`config.mk`:
```
export PLATFORM = sky130hd
export DESIGN_NAME = btn_debounce
export DESIGN_NICKNAME = d
export VERILOG_FILES = /design/src/rtl/btn_debounce.sv
export SDC_FILE = /design/constraint.sdc
export NUM_CORES = 1
export LEC_CHECK = 0
export BUFFER_PORTS_ARGS = -buffer_cell sky130_fd_sc_hd__buf_4
export CORE_MARGIN = 2
export CORE_UTILIZATION = 60
export DETAILED_ROUTE_END_ITERATION = 8
export GPL_ROUTABILITY_DRIVEN = 1
export PLACE_DENSITY_LB_ADDON = 0.25
export SLEW_MARGIN = 5
export SYNTH_ARGS = -nofsm -noshare
export SYNTH_HDL_FRONTEND = slang
export SYNTH_SLANG_ARGS = --single-unit
```
`constraint.sdc`:
```
create_clock -name clk -period 3 [get_ports clk]
set_input_delay 0.3 -clock clk [delete_from_list [all_inputs] [get_ports clk]]
set_output_delay 0.3 -clock clk [all_outputs]
set_load 0.05 [all_outputs]
```
`src/rtl/btn_debounce.sv`:
```
// Push-button debouncer: multi-flop synchronizer, four-state qualification FSM
// with a saturating stable counter, registered level plus one-cycle press and
// release strobes intended as clock enables for downstream logic.
module btn_debounce #(
  parameter int unsigned DEBOUNCE_CYCLES = 1000000,
  parameter int unsigned SYNC_STAGES     = 2
) (
  input  logic clk,
  input  logic rst,
  input  logic btn,
  output logic btn_level,
  output logic btn_press,
  output logic btn_release
);

  localparam int unsigned CNT_W = (DEBOUNCE_CYCLES > 2) ? $clog2(DEBOUNCE_CYCLES) : 1;
  localparam logic [CNT_W-1:0] CNT_MAX = CNT_W'(DEBOUNCE_CYCLES - 1);

  typedef enum logic [1:0] {
    IDLE         = 2'd0,
    PRESS_WAIT   = 2'd1,
    PRESSED      = 2'd2,
    RELEASE_WAIT = 2'd3
  } state_t;

  logic [SYNC_STAGES-1:0] sync_q;
  logic                   btn_sync;
  state_t                 state;
  logic [CNT_W-1:0]       cnt;

  assign btn_sync = sync_q[SYNC_STAGES-1];

  // Synchronizer chain bringing the asynchronous button into the clk domain
  always_ff @(posedge clk) begin
    if (rst) begin
      sync_q <= '0;
    end else begin
      sync_q <= {sync_q[SYNC_STAGES-2:0], btn};
    end
  end

  // Qualification FSM; level and strobes are registered alongside the state
  always_ff @(posedge clk) begin
    if (rst) begin
      state       <= IDLE;
      cnt         <= '0;
      btn_level   <= 1'b0;
      btn_press   <= 1'b0;
      btn_release <= 1'b0;
    end else begin
      btn_press   <= 1'b0;
      btn_release <= 1'b0;
      case (state)
        IDLE: begin
          cnt <= '0;
          if (btn_sync) state <= PRESS_WAIT;
        end
        PRESS_WAIT: begin
          if (!btn_sync) begin
            state <= IDLE;
            cnt   <= '0;
          end else if (cnt == CNT_MAX) begin
            state     <= PRESSED;
            cnt       <= '0;
            btn_level <= 1'b1;
            btn_press <= 1'b1;
          end else begin
            cnt <= cnt + CNT_W'(1);
          end
        end
        PRESSED: begin
          cnt <= '0;
          if (!btn_sync) state <= RELEASE_WAIT;
        end
        RELEASE_WAIT: begin
          if (btn_sync) begin
            state <= PRESSED;
            cnt   <= '0;
          end else if (cnt == CNT_MAX) begin
            state       <= IDLE;
            cnt         <= '0;
            btn_level   <= 1'b0;
            btn_release <= 1'b1;
          end else begin
            cnt <= cnt + CNT_W'(1);
          end
        end
        default: begin
          state     <= IDLE;
          cnt       <= '0;
          btn_level <= 1'b0;
        end
      endcase
    end
  end

endmodule

```
# Yosys cells after proc, flatten, opt, wreduce, memory -nomap -nowiden
# Cells that the tools add are included.
word_totals:
  reg_bits: 27
  in_bits: 3
  out_inout_bits: 3
classes:
  addsub: 1
  n_eq_ne: 12
  mux: 17
  n_bitwise: 3
  n_reduce_logical: 7
op_table:
  columns: ["op", "n"]
  rows:
  - ["20-bit 2-to-1 mux", 3]
  - ["20-bit one-hot mux with 3 select lines", 1]
  - ["20-bit by 1-bit adder with 20-bit output (second input constant)", 1]
  - ["20-bit == test (second input constant)", 1]
  - ["2-bit 2-to-1 mux", 6]
  - ["2-bit != test (second input constant)", 6]
  - ["2-bit one-hot mux with 4 select lines", 1]
  - ["3-bit != test (second input constant)", 2]
  - ["3-bit OR reduction", 2]
  - ["1-bit 2-to-1 mux", 5]
  - ["5-bit AND reduction", 1]
  - ["2-bit == test (second input constant)", 2]
  - ["4-bit AND reduction", 1]
  - ["1-bit NOT", 3]
  - ["2-bit by 1-bit == test with 1-bit output (second input constant)", 1]
  - ["2-bit zero test", 1]
  - ["1-bit one-hot mux with 2 select lines", 1]
  - ["2-bit nonzero test", 1]
  - ["2-bit OR reduction", 1]

# Logic depth before layout (Yosys ltp)
depth:
  ltp_word: 4
  mapped_depth: 7
  ltp_nobuf: 5

# Worst setup path after synthesis
# No wires, ideal clock.
synth_path:
  kind: "reg2reg"
  from: "register cnt[0]"
  to: "register cnt[2]"
  t_arrival_ns: 1.526
  required_time_ns: 2.885
  setup_slack_ns: 1.359
  stages_incl_launch_ff: 8
  path_buffers: 2
  synth_period_minus_slack_ns: 1.641
  path_cell_list: "dfxtp_1 > ha_1 > nand3_1 > nor4_2 > a21o_1 > buf_4 > buf_4 > nor2_1"
synth_between:
  elab_chain_cells: 4
  elab_cells_between_ends: 6
synth_rtl:
  columns: ["item", "line_no", "source"]
  rows:
  - ["start, declared", "29", "logic [CNT_W-1:0] cnt;"]
  - ["start signal, assigned", "68", "cnt <= cnt + CNT_W'(1);"]
  - ["start signal, assigned", "85", "cnt <= cnt + CNT_W'(1);"]
  - ["20-bit by 1-bit adder with 20-bit output or 20-bit == test (tied branches)", null, null]
  - ["20-bit 2-to-1 mux *", "62, 79", null]
  - ["20-bit 2-to-1 mux (on tied branches)", "76, 59", null]
  - ["20-bit one-hot mux with 3 select lines *", "53", "case (state)"]
# Every way passes the cells marked *; elsewhere a longest branch is shown, timed or not.
# A chain may end at the register's enable or synchronous reset.

# Worst setup path after layout
layout_path:
  from: "register cnt[0]"
  to: "register cnt[9]"
# Same word-level chain as after synthesis.

==> results.md <==
* Slew @ Worst Pin at 0.605 ns
* FF-to-FF Start: cnt[0]
* Crit path largest cell delay at 0.57 ns
* All-Layer GR Usage at 0.189
* Area Overhead vs Synth at 5.46%
* Per-cell routed wire length at 12.9 um
* Proportion of synthesized area in mux cells at 0
* Seq cells post-synth at 27
* Slowest stage cell, crit path: a21o_1
* Total gr overflow at 0
* Nets at 138
* Number of routed nets with antenna violations at 0
* Post-layout min period at between 1.5 and 2 ns
* R2R setup slack at 1.01 ns
* Initial DRC Count at 20
* DRC at 0
* Htree depth at 1
* Leakage at 0.409 nW
* WHS Path Cells at 2
* Initial antenna violation count at 0
* Yosys cell types at 35
* Die Area at between 2000 and 2500 um2
* Syn Std Cell Area at around 1200 um2
* Adder-Cell Fraction of Synth Area at 0.0103
* Clock slew at the register clock pins of the worst setup and hold paths at approximately 0.14 ns
* Synth warn at 0
* Sum Neg Setup Slack at 0 ns
* # setup viols final at 0
* Vias in the first global route at 864
* DP Area at around 1300 um2
* Clk_skew at 0.00120 ns
* Most common cell after layout, fill and taps aside: dfxtp_1
* Global-route wire length before repair at 3.60 mm
* # hold bufs at CTS at 0
* Vias after detailed routing at 906
* Pre-Repair DR Iteration Count at 4
* CTS tree: built
* Share of layout cells above drive strength 1 at 0.143
* Fin area at 1280 um2
* Row cnt at 16
* CP Buf/Inv Count at 0
* Largest net degree at the start of global routing at 20
* Setup Buffers After CTS at 0
* CTS root buf: clkbuf_4
* Hold path start: rst
* Most frequent cells in the layout: 27 x dfxtp_1, 15 x nor2_1, 10 x xor2_1, 7 x nand3_1, 7 x nand4_1
* Hold EP: btn_level
* Resize count post-CTS at 0
* Fill cell count at around 170
* RSZ-0062 raised after global routing: no
* Worst Path Max Fanout at 19
* Number of max-cap violations at 0
* Hold Crit Class: primary input to flip-flop
* Maximum vdd drop at between 0.2 and 0.3 mV
* Startpoint type of the worst setup path: flip-flop
* Simple-gate share of the synthesized area at 0.325
* Status: finished, final reports clean
* CP cell instances: ha_1 -> nand3_1 -> nor4_2 -> a21o_1 -> nor2_1
* Initial core utilization at 0.626
* Compound-Gate Fraction of Synth Area at 0.0865
* Reg-to-Reg End: cnt[9]
* Met2 wire len at just under 1 mm
* DRT met1 WL at 1.03 mm
* FF-to-FF path depth at 5
* Placer congestion estimate at about 0.8
* Total core area at 1940 um2
* Post-synthesis sequential area ratio at 0.445
* CP arrival at 2.19 ns
* Clock Path Buffers at 2
* Routed vias/inst at 5.66
* Final number of hold-violating endpoints at 0
* Syn Area/Cell at 9.42 um2
* I/O pin cnt at 6
* Dpl hpwl at between 1.5 and 2 mm
* Xor and xnor area share after synthesis at 0.0937
* Cell Pwr Density at 416 nW/um2
* ANT cells at 0
* Chip height at ~49 um
* Met3 routed WL at 57 um
* Setup crit end kind: flip-flop
* Worst Path Required at 3.20 ns
* I/O Buffers at 5
* Uppermost layer routed: met4
* Final wirelength at 2.07 mm
* Die width at 49 um
* Syn Nets at 133
* Max-slew headroom at 0.597
* Slew Limit Fails at 0
* CP delay by family, top: simple AND/OR/NAND/NOR gates
* CTS Buf Count at 3
* WS Path Type: flip-flop to flip-flop
* Worst-Skew Late Latency at 0.32 ns
* Peak Freq at 0.503 GHz
* Synth Instances at 129
* Sink Count at 27
* Final period util at 0.662
* Largest family of logic cells by synthesized area: simple AND/OR/NAND/NOR gates
==> metrics by stage <==
| stage | setup slack [ns] | std cells | total power, W | util | hold slack (ns) |
|---|---|---|---|---|---|
| floorplan | 1.36 | 129 | 0.000380 | - | 0.369 |
| global placement | 1.13 | 156 | 0.000385 | 0.646 | 0.419 |
| detailed placement | 1.02 | 156 | 0.000386 | 0.646 | 0.428 |
| CTS | 1.00 | 160 | 0.000539 | 0.660 | 0.161 |
| global route | 0.855 | 160 | 0.000554 | 0.660 | 0.152 |
| finish | 1.01 | 160 | 0.000533 | 0.660 | 0.170 |
==> registers in the layout (all words and copies together), names as in the netlist, named ones only <==
name	flops
cnt	20
sync_q	2
btn_level	1
btn_press	1
btn_release	1
state	1
==> worst max path at each step <==
stage,startpoint,end,slack [ns],depth (start not counted)
after global placement,cnt[0],cnt[9],1.13,5
final,cnt[0],cnt[9],1.01,5
after global routing,cnt[9],cnt[7],0.85,4
after floorplan,cnt[0],cnt[2],1.36,7
after detailed placement,cnt[0],cnt[9],1.02,5
after CTS,cnt[0],cnt[9],1.00,5
==> layer usage <==
layer / track usage / up-vias
li1: - / 474
met1: 0.243 / 419
met2: 0.315 / 11
met3: 0.0368 / 2
met4: 0.0714 / 0
met5: 0 / -
==> power by group <==
part | internal [W] | switching [W]
combinational | 0.00000571 | 0.00000846
clock | 0.0000500 | 0.000105
sequential | 0.000362 | 0.00000232
total | 0.000417 | 0.000116
==> worst register-to-register path, stage by stage (launching register included) <==
cell and delay (ns):
dfxtp_1 0.40, ha_1 0.21, nand3_1 0.14, nor4_2 0.43
a21o_1 0.57, nor2_1 0.12
==> Yosys cell counts <==
cell type   n  area (um2)
nand4b_1    1        8.76
and2_1      1        6.26
nor4_1      2        12.5
a21oi_2     1        8.76
nand3_1     7        35.0
a31oi_1     1        6.26
or3_1       2        12.5
xor2_1     10        87.6
dfxtp_1    27         541
nand4_4     1        21.3
nor2_1     15        56.3
and2_2      1        7.51
and3_1      2        12.5
or3_2       1        7.51
buf_4       3        22.5
nor4_2      1        12.5
nor3b_1     1        7.51
buf_2       2        10.0
or4_1       3        22.5
a21oi_1     6        30.0
or4_4       1        11.3
nor4b_1     1        8.76
o21ai_0     6        30.0
o31ai_1     3        22.5
nand4_1     7        43.8
and4_4      1        11.3
inv_1       4        15.0
xnor2_1     3        26.3
nor2b_1     3        18.8
nand3_4     2        35.0
and4_1      2        17.5
and3_2      1        7.51
nand2_1     5        18.8
ha_1        1        12.5
a21o_1      1        7.51
==> final cells by class <==
type / count / area, um2 / area share
multi-input combinational: 93 / 627 / 0.489
sequential: 27 / 541 / 0.422
timing repair buffer: 5 / 37.5 / 0.0293
tap: 27 / 33.8 / 0.0264
clock buffer: 3 / 22.5 / 0.0176
inverter: 4 / 15.0 / 0.0117
clock inverter: 1 / 5.00 / 0.00391
==> cells by family (layout without fill, tap and decap cells) <==
logic type	count (synthesis)	in the layout
AO/OA/AOI/OAI	18	18
buffers and inverters	9	13
XOR/XNOR	13	13
AND/OR/NAND/NOR	61	61
adder cells (fa/ha/maj)	1	1
flip-flops	27	27
(Power assumes the default switching activity.)
